$ cat src/rtl/bcd_scan_display.sv
// Scans a captured packed-BCD word across a shared 7-segment bus with one-hot digit enables and a frame strobe.
// Fully registered outputs. Optional leading-zero blanking is enabled with the BCD_SCAN_LZB_EN macro.
module bcd_scan_display #(
    parameter int NUM_DIGITS = 4,
    parameter int SCAN_DIV   = 4
) (
    input  logic                      clk,
    input  logic                      rst,
    input  logic                      en,
    input  logic                      load,
    input  logic [4*NUM_DIGITS-1:0]   digits_in,
    output logic [6:0]                seg,
    output logic [NUM_DIGITS-1:0]     an,
    output logic                      frame_done
);

    localparam int DIV_W = (SCAN_DIV > 1) ? $clog2(SCAN_DIV) : 1;
    localparam int IDX_W = $clog2(NUM_DIGITS);
    localparam logic [DIV_W-1:0] DIV_LAST = DIV_W'(SCAN_DIV - 1);
    localparam logic [IDX_W-1:0] IDX_LAST = IDX_W'(NUM_DIGITS - 1);

    logic [4*NUM_DIGITS-1:0] shadow_q, shadow_d;
    logic [DIV_W-1:0]        div_q, div_d;
    logic [IDX_W-1:0]        idx_q, idx_d;
    logic [6:0]              seg_q, seg_d;
    logic [NUM_DIGITS-1:0]   an_q, an_d;
    logic                    fd_q, fd_d;

    logic [3:0]              cur_digit;
    logic                    cur_blank;
    logic                    slot_end;
    logic                    last_digit;

    function automatic logic [6:0] decode(input logic [3:0] d);
        case (d)
            4'd0:    decode = 7'h3F;
            4'd1:    decode = 7'h06;
            4'd2:    decode = 7'h5B;
            4'd3:    decode = 7'h4F;
            4'd4:    decode = 7'h66;
            4'd5:    decode = 7'h6D;
            4'd6:    decode = 7'h7D;
            4'd7:    decode = 7'h07;
            4'd8:    decode = 7'h7F;
            4'd9:    decode = 7'h6F;
            default: decode = 7'h40;
        endcase
    endfunction

`ifdef BCD_SCAN_LZB_EN
    // blank_vec[i] is set when digits i..top are all zero; digit 0 always shows.
    logic [NUM_DIGITS-1:0] blank_vec;
    logic                  lead_zero;

    always_comb begin
        blank_vec = '0;
        lead_zero = 1'b1;
        for (int i = NUM_DIGITS - 1; i > 0; i--) begin
            lead_zero    = lead_zero & (shadow_q[4*i +: 4] == 4'd0);
            blank_vec[i] = lead_zero;
        end
        cur_blank = blank_vec[idx_q];
    end
`else
    assign cur_blank = 1'b0;
`endif

    assign cur_digit  = shadow_q[4*idx_q +: 4];
    assign slot_end   = (div_q == DIV_LAST);
    assign last_digit = (idx_q == IDX_LAST);

    always_comb begin
        shadow_d = load ? digits_in : shadow_q;
        div_d    = div_q;
        idx_d    = idx_q;
        seg_d    = 7'h00;
        an_d     = '0;
        fd_d     = 1'b0;
        if (en) begin
            seg_d = cur_blank ? 7'h00 : decode(cur_digit);
            an_d  = NUM_DIGITS'(1) << idx_q;
            fd_d  = last_digit && slot_end;
            if (slot_end) begin
                div_d = '0;
                idx_d = last_digit ? '0 : idx_q + 1'b1;
            end else begin
                div_d = div_q + 1'b1;
            end
        end
    end

    always_ff @(posedge clk) begin
        if (rst) begin
            shadow_q <= '0;
            div_q    <= '0;
            idx_q    <= '0;
            seg_q    <= 7'h00;
            an_q     <= '0;
            fd_q     <= 1'b0;
        end else begin
            shadow_q <= shadow_d;
            div_q    <= div_d;
            idx_q    <= idx_d;
            seg_q    <= seg_d;
            an_q     <= an_d;
            fd_q     <= fd_d;
        end
    end

    assign seg        = seg_q;
    assign an         = an_q;
    assign frame_done = fd_q;

endmodule

$ cat config.mk
export PLATFORM = sky130hd
export DESIGN_NAME = bcd_scan_display
export DESIGN_NICKNAME = d
export VERILOG_FILES = /design/src/rtl/bcd_scan_display.sv
export SDC_FILE = /design/constraint.sdc
export NUM_CORES = 1
export LEC_CHECK = 0
export ABC_AREA = 1
export CAP_MARGIN = 40
export CORE_ASPECT_RATIO = 1.1
export CORE_MARGIN = 3
export CORE_UTILIZATION = 48
export CTS_CLUSTER_SIZE = 25
export DETAILED_ROUTE_END_ITERATION = 16
export PLACE_DENSITY = 0.79
export SETUP_SLACK_MARGIN = 0.2
export SYNTH_ARGS = -nofsm -noshare
export SYNTH_HDL_FRONTEND = slang
export SYNTH_SLANG_ARGS = --single-unit
$ cat constraint.sdc
create_clock -name clk -period 3.6 [get_ports clk]
set_clock_uncertainty 0.05 [all_clocks]
set_input_delay 0.72 -clock clk [delete_from_list [all_inputs] [get_ports clk]]
set_output_delay 0.72 -clock clk [all_outputs]
set_load 0.05 [all_outputs]
Yosys cells after proc, flatten, opt, wreduce, memory -nomap -nowiden
Memories as Yosys holds them, arrays and structs flattened. A register that Yosys moved wholly into a read port is not among the register bits.
Cells that the tools add are included.

word-level totals
  register bits after elaboration = 25
  ROM bits = 112
  input port bits = 20
  output and inout port bits = 12
  word-level logic and storage cells = 18
  memories kept = 1

memory list
  name              depth  bits a word  read ports  clocked after memory_dff  write ports  line  text
  (name not given)  16     7            1           1                         0            35    case (d)

cells by class
  $add $sub $neg = 2
  equal/unequal tests = 2
  shift-type cells = 2
  muxes and demuxes = 2
  bitwise logic cells = 1
  reduce and logical (&&, ||, !) cells = 3

operator list
  operator                                                            number
  16-bit by 5-bit indexed part select with 4-bit output               1
  2-bit by 1-bit adder with 2-bit output (second input constant)      2
  2-bit == test (second input constant)                               2
  2-bit two-way mux                                                   2
  1-bit by 2-bit left shift with 4-bit output (first input constant)  1
  2-bit AND reduction                                                 1
  2-bit OR reduction                                                  1
  1-bit logical AND                                                   1
  1-bit inverter                                                      1

Longest topological paths before layout
Gate-level depths: netlist of the first run.

  word-level depth = 2
  gate-level depth with buffers = 12
  gate-level depth less buffers = 11

Worst setup path after synthesis of the first run
Ideal clock, no wire load.

  path type = reg2reg
  from = reg idx_q[1]
  to = reg seg_q[3], in the netlist seg[3]
  setup time = 0.121 ns
  arrival time = 1.342 ns
  data required time = 3.429 ns
  path slack = 2.087 ns
  cell stages (with the launch flop) = 9
  path buffers = 0
  clock period less this slack = 1.513 ns
  path through = dfxtp_1 inv_4 nand3_1 nand2_1 ha_1 nand3_1 nand2_1 nand2_1 a21oi_1

between the ends
  cells in the longest elaborated chain, start to end = 1

RTL lines
  item                                                   line  text
  from (decl)                                            24    logic [IDX_W-1:0] idx_q, idx_d;
  from (signal assigned)                                 103   idx_q <= idx_d;
  16-bit by 5-bit indexed part select with 4-bit output  68    assign cur_digit = shadow_q[4*idx_q +: 4];
  to (decl)                                              25    logic [6:0] seg_q, seg_d;

No other way between the ends.
A chain may end at the register's enable or synchronous reset.

Final worst setup path of the first run
  from = reg an_q[2], in the netlist an[2]
  to = out an[2]

RTL lines
  item                    line  text
  from (decl)             26    logic [NUM_DIGITS-1:0] an_q, an_d;
  from (signal assigned)  105   an_q <= an_d;
  to (decl)               13    output logic [NUM_DIGITS-1:0] an,

No word-level cell between the ends.

==> run metrics, run 1 <==
clock transition at the registers of the reported paths=around 0.090 ns; kind of cell adding the most delay to the critical path=buffers and inverters; sequential cell area fraction in the yosys report=0.455; final worst path period share=0.618; wirelength, routed=between 2000 and 3000 um; routed wire length per instance=~11 um; unrepaired setup endpoints after global routing=no; switching share of total power=0.299; run status=finished, final reports clean; worst reg2reg path endpoint=seg[5]; clock latency on the worst-skew pair=between 0.3 and 0.4 ns; post-synthesis sequential element count=32; Final Hold Violating Endpoints=0; critical path data required time=approximately 2.8 ns; netlist area before placement=0.00141 mm^2; total power per unit cell area=approximately 410 mW/mm^2; number of global-route vias before repair=roughly 1100; max-slew violations=0; biggest cell delay along the critical path=roughly 0.8 ns; warning count from the yosys run=0; leading cell type in the layout, fill and taps excluded=nor2_1; GRT Util Overall=0.169; total buffers and inverters traversed by the critical path=1; num rows=19; post-route worst setup slack=~1.4 ns; Bufs on Longest Clock Path=2; total gr overflow=0; antenna violation net count after detailed routing=0; number of instances in the synthesized netlist=approximately 180; Max H-tree Level=2; number of gates resized after cts=0; fin crit period=2.22 ns; switching power=between 200 and 250 uW; slack of the worst reg-to-reg path=around 1.5 ns; area of the multi-input gates=roughly 680 um^2; data arrival at the endpoint of the critical path=1.45 ns; total design power=slightly above 700 uW; signed area change from the synthesized netlist to the final layout=25.9%; antenna diode count=0; effective utilization at floorplan=0.534; worst max-slew margin expressed relative to the limit=0.666; io pins=32; number of post-CTS setup repair buffers=0; start point of the worst hold path=div_q[0]; start of the worst register-to-register path=idx_q[0]; minimum setup slack after placement=approximately 1.4 ns; sequential power share=0.534; internal power component=roughly 510 uW; vertical extent of the die=around 63 um; net count of the finished layout=239; DRC violations left=0; slew of the pin with the lowest slew margin=around 0.5 ns; full die area=0.00362 mm^2; root buf cell=clkbuf_4; most frequent cells in the layout=nor2_1 (36), nand2_1 (33), dfxtp_1 (32); die extent in x=57.7 um; startpoint type of the worst setup path=register; Comb pwr share=0.209; share of post-route cells with drive strength above 1=0.0758; leakage power=a little under 0.8 nW; cell depth of the worst min-delay path=1; vias per inst=around 5; length of the first detailed-routing pass in iterations=7; class of the most critical setup path=register to output pin; mean cell area of the mapped netlist=between 7 and 8 um^2; # Max-Cap Violations=0; hold buffer count at CTS=0; min-delay worst type=register to register; number of placed cells counting well taps=between 200 and 250; synthesized netlist net count=206; worst-case vdd ir drop=0.357 mV; number of buffers added by the clock tree synthesis step=5; count of final setup violators=0; crit path max-delay cell type=clkdlybuf4s50_1; count of vias placed by the detailed router=1234; top fanout value on the critical path=1; placed wire-length estimate=between 2000 and 2500 um; Hold WS=0.457 ns; setup TNS=0 ns; hold path endpoint=div_q[0]; Critical Path, Cell by Cell=clkdlybuf4s50_1; DRC marker count from the first detailed-route iteration=38; clock tree from TritonCTS=built; count of fill cells added during filler insertion=approximately 230; area inside the core boundary=about 0.0026 mm^2; wire length of the first global-routing pass=about 4800 um; number of antenna violations at the first check in global routing=0; footprint of the flip-flops and latches=roughly 640 um^2; non-filler cells, final=roughly 240; Port-buffer cells=31; gpl congestion=0.881; maximum frequency from static timing analysis=about 0.45 GHz; pin count of the biggest net entering global routing=19; count of distinct cell types in the synthesized netlist=20; Clock Sinks=32; clock group share of total power=0.257; depth of the most critical reg-to-reg path=11; crit end category=output pin
metrics by stage:
stage	util	instance area [um^2]
after floorplan	-	1410
after global placement	0.655	1730
after detailed placement	0.655	1730
after CTS	0.672	1770
after global routing	0.672	1770
final	0.672	1770
synth_stat cells:
library cell | number | share of area
clkinv_1 | 1 | 0.0027
a211oi_1 | 2 | 0.011
a21oi_1 | 8 | 0.028
inv_4 | 2 | 0.0089
nand2_1 | 33 | 0.088
buf_4 | 1 | 0.0053
inv_2 | 1 | 0.0027
buf_6 | 1 | 0.0080
nand3_4 | 4 | 0.050
ha_1 | 8 | 0.071
inv_1 | 9 | 0.024
o21ai_0 | 19 | 0.067
nand2_2 | 1 | 0.0044
nor3_1 | 5 | 0.018
nand2_4 | 2 | 0.016
a31oi_1 | 1 | 0.0044
dfxtp_1 | 32 | 0.45
nor2_1 | 36 | 0.096
nand3_1 | 9 | 0.032
clkbuf_1 | 3 | 0.0080
cells by family after synthesis:
kind of cell / share of synthesized area
AOI/OAI and AO/OA: 0.111
adders and majority gates: 0.0711
and+or+nand+nor: 0.304
buffers and inverters: 0.0595
DFF: 0.455
per-layer routing:
| metal | up-vias | part of all wire | global-route usage | wire length, um |
|---|---|---|---|---|
| li1 | 642 | - | - | - |
| met1 | 550 | 0.42 | 0.176 | 1180 |
| met2 | 38 | 0.49 | 0.291 | 1360 |
| met3 | 4 | 0.071 | 0.0640 | 197 |
| met4 | 0 | 0.017 | 0.0812 | 47 |
| met5 | - | 0 | 0 | 0 |
final cells by class:
class                           count  share of cell area
Timing Repair Buffer               31               0.175
Sequential cell                    32               0.361
Clock buffer                        6              0.0233
Tap cell                           31              0.0219
Inverter                           13              0.0303
Multi-Input combinational cell    128               0.386
Clock inverter                      1             0.00282
how the worst max path moves through the flow:
stage              from            to  depth (start not counted)
2_1_floorplan  idx_q[1]        seg[3]                          8
3_3_place_gp       load  shadow_q[12]                          4
3_5_place_dp       load  shadow_q[13]                          4
4_1_cts           an[2]         an[2]                          1
5_1_grt        idx_q[0]        seg[5]                         11
6_report          an[2]         an[2]                          1
registers in the layout, summed over array words and instances, names as in the netlist:
name        flops
shadow_q       16
seg             7
an              4
frame_done      1
idx_q           2
div_q           2
power by group through the flow:
stage / Sequential (mW) / Combinational [mW] / Clock, mW
finish: 0.387 / 0.152 / 0.186
global route: 0.390 / 0.168 / 0.212
CTS: 0.387 / 0.152 / 0.194
detailed placement: 0.396 / 0.151 / 0
global placement: 0.395 / 0.147 / 0
floorplan: 0.419 / 0.0749 / 0
(Power assumes the default switching activity.)
==> run 2: changes to the inputs <==
==> constraint.sdc (replaced) <==
create_clock -name clk -period 2.1 [get_ports clk]
set_clock_uncertainty 0.05 [all_clocks]
set_input_delay 0.42 -clock clk [delete_from_list [all_inputs] [get_ports clk]]
set_output_delay 0.42 -clock clk [all_outputs]
set_load 0.05 [all_outputs]
==> run metrics, run 2 (synthesis gave the netlist of run 1 again) <==
effective utilization at floorplan=0.534 (unchanged); count of fill cells added during filler insertion=225 (was 227); root buf cell=clkbuf_4 (unchanged); class of the most critical setup path=register to register (was register to output pin); non-filler cells, final=244 (was 242); # Max-Cap Violations=0 (unchanged); worst-case vdd ir drop=0.540 mV (was 0.357 mV); Largest register FFs=16 (unchanged); worst max-slew margin expressed relative to the limit=0.670 (was 0.666); run status=finished, final reports clean (unchanged); num rows=19 (unchanged); critical path data required time=2.31 ns (was 2.83 ns); net count of the finished layout=241 (was 239); leakage power=0.838 nW (was 0.770 nW); crit path max-delay cell type=dfxtp_1 (was clkdlybuf4s50_1); count of vias placed by the detailed router=1219 (was 1234); total buffers and inverters traversed by the critical path=1 (unchanged); wire length of the first global-routing pass=4890 um (was 4790 um); gpl congestion=0.877 (was 0.881); switching share of total power=0.283 (was 0.299); placed wire-length estimate=2130 um (was 2060 um); DRC marker count from the first detailed-route iteration=28 (was 38); Clock Sinks=32 (unchanged); clock transition at the registers of the reported paths=0.10 ns (was 0.09 ns); leading cell type in the layout, fill and taps excluded=nor2_1 (unchanged); total gr overflow=0 (unchanged); sequential power share=0.510 (was 0.534); pin count of the biggest net entering global routing=19 (unchanged); Max H-tree Level=2 (unchanged); clock group share of total power=0.295 (was 0.257); internal power component=932 uW (was 509 uW); antenna violation net count after detailed routing=0 (unchanged); number of global-route vias before repair=1199 (was 1127); setup TNS=0 ns (unchanged); switching power=368 uW (was 217 uW); vias per inst=5.00 (was 5.10); top fanout value on the critical path=8 (was 1); total power per unit cell area=725 mW/mm^2 (was 409 mW/mm^2); most frequent cells in the layout=nor2_1 (36), nand2_1 (33), dfxtp_1 (32) (unchanged); DRC violations left=0 (unchanged); vertical extent of the die=62.8 um (unchanged); Port-buffer cells=31 (unchanged); count of final setup violators=0 (unchanged); Comb pwr share=0.195 (was 0.209); number of buffers added by the clock tree synthesis step=5 (unchanged); length of the first detailed-routing pass in iterations=7 (unchanged); die extent in x=57.7 um (unchanged); Final Hold Violating Endpoints=0 (unchanged); CP most frequent cell=nand2_1; final worst path period share=0.824; hold buffer count at CTS=0 (unchanged); data arrival at the endpoint of the critical path=1.94 ns (was 1.45 ns); clock tree from TritonCTS=built (unchanged); crit end category=register (was output pin); slew of the pin with the lowest slew margin=0.497 ns (was 0.500 ns); min-delay worst type=register to register (unchanged); unrepaired setup endpoints after global routing=no (unchanged); antenna diode count=0 (unchanged); startpoint type of the worst setup path=register (unchanged); number of antenna violations at the first check in global routing=0 (unchanged); wirelength, routed=2750 um (was 2780 um); area inside the core boundary=0.00264 mm^2 (unchanged); Critical Path, Cell by Cell=inv_4 > nand3_1 > nand2_1 > ha_1 > nand3_1 > nand2_1 > nand2_1 > a21oi_1 (was clkdlybuf4s50_1); number of post-CTS setup repair buffers=0 (unchanged); register with the most flip-flops=shadow_q (unchanged); GRT Util Overall=0.168 (was 0.169); Hold WS=0.432 ns (was 0.457 ns); io pins=32 (unchanged); Bufs on Longest Clock Path=2 (unchanged); max-slew violations=0 (unchanged); fin crit period=between 1.5 and 2 ns; full die area=0.00362 mm^2 (unchanged); share of post-route cells with drive strength above 1=0.0892 (was 0.0758); routed wire length per instance=11.3 um (was 11.5 um); kind of cell adding the most delay to the critical path=flip-flops (was buffers and inverters); maximum frequency from static timing analysis=0.578 GHz; biggest cell delay along the critical path=0.56 ns (was 0.80 ns); signed area change from the synthesized netlist to the final layout=27.3% (was 25.9%); clock latency on the worst-skew pair=0.32 ns (was 0.33 ns); number of placed cells counting well taps=237 (was 235)
[run 2: cell types whose count changed in the layout (fill, tap and decap cells not counted)]
cell             change
buf_4                +2
clkdlybuf4s50_1     -12
clkbuf_1             -1
clkinv_2             -1
dlygate4sd2_1       +12
clkbuf_8             +2
[run 2: path summary, 6_finish.rpt]
| kind | startpoint | endpoint | slack, ns | cells after the start |
|---|---|---|---|---|
| worst min register to register | div_q[0] | div_q[0] | 0.43 | 1 |
| worst min-delay path | div_q[0] | div_q[0] | 0.43 | 1 |
| worst max register to register | idx_q[1] | seg[3] | 0.37 | 8 |
| worst max-delay path | idx_q[1] | seg[3] | 0.37 | 8 |
[run 2: per-stage QoR]
stage / total power, mW / setup slack, ns / utilization / instance area [um^2]
CTS: 1.31 / 0.375 / 0.679 / 1790
global route: 1.36 / 0.235 / 0.679 / 1790
finish: 1.30 / 0.369 / 0.679 / 1790
global placement: 0.933 / 0.405 / 0.661 / 1740
floorplan: 0.847 / 0.587 / - / 1410
detailed placement: 0.940 / 0.307 / 0.661 / 1740
[run 2: power by group through the flow]
stage                     clock network (mW)  logic, mW  registers [mW]
after floorplan                            0      0.128           0.719
after global placement                     0      0.257           0.676
after detailed placement                   0      0.263           0.677
after CTS                              0.391      0.255           0.662
after global routing                   0.410      0.285           0.667
final                                  0.383      0.254           0.662
[run 2: cell type report]
type	count	area, um^2	area share
well taps	31	38.8	0.0216
flip-flops and latches	32	641	0.357
inverters	13	53.8	0.0300
clock buffers	7	65.1	0.0363
multi-input cells	128	684	0.382
repair buffers	33	310	0.173
[run 2: per-layer routing]
metal  wire [um]  global-route usage  up-vias
li1            -                   -      644
met4          31              0.0696        0
met5           0                   0        -
met2        1370               0.294       32
met1        1170               0.186      539
met3         188              0.0455        4
[run 2: what timing repair did]
item                                    4_1_cts  5_1_grt
hold endpoints to repair                      0        0
gates resized for setup                      12        0
endpoints found under the setup margin       12        0
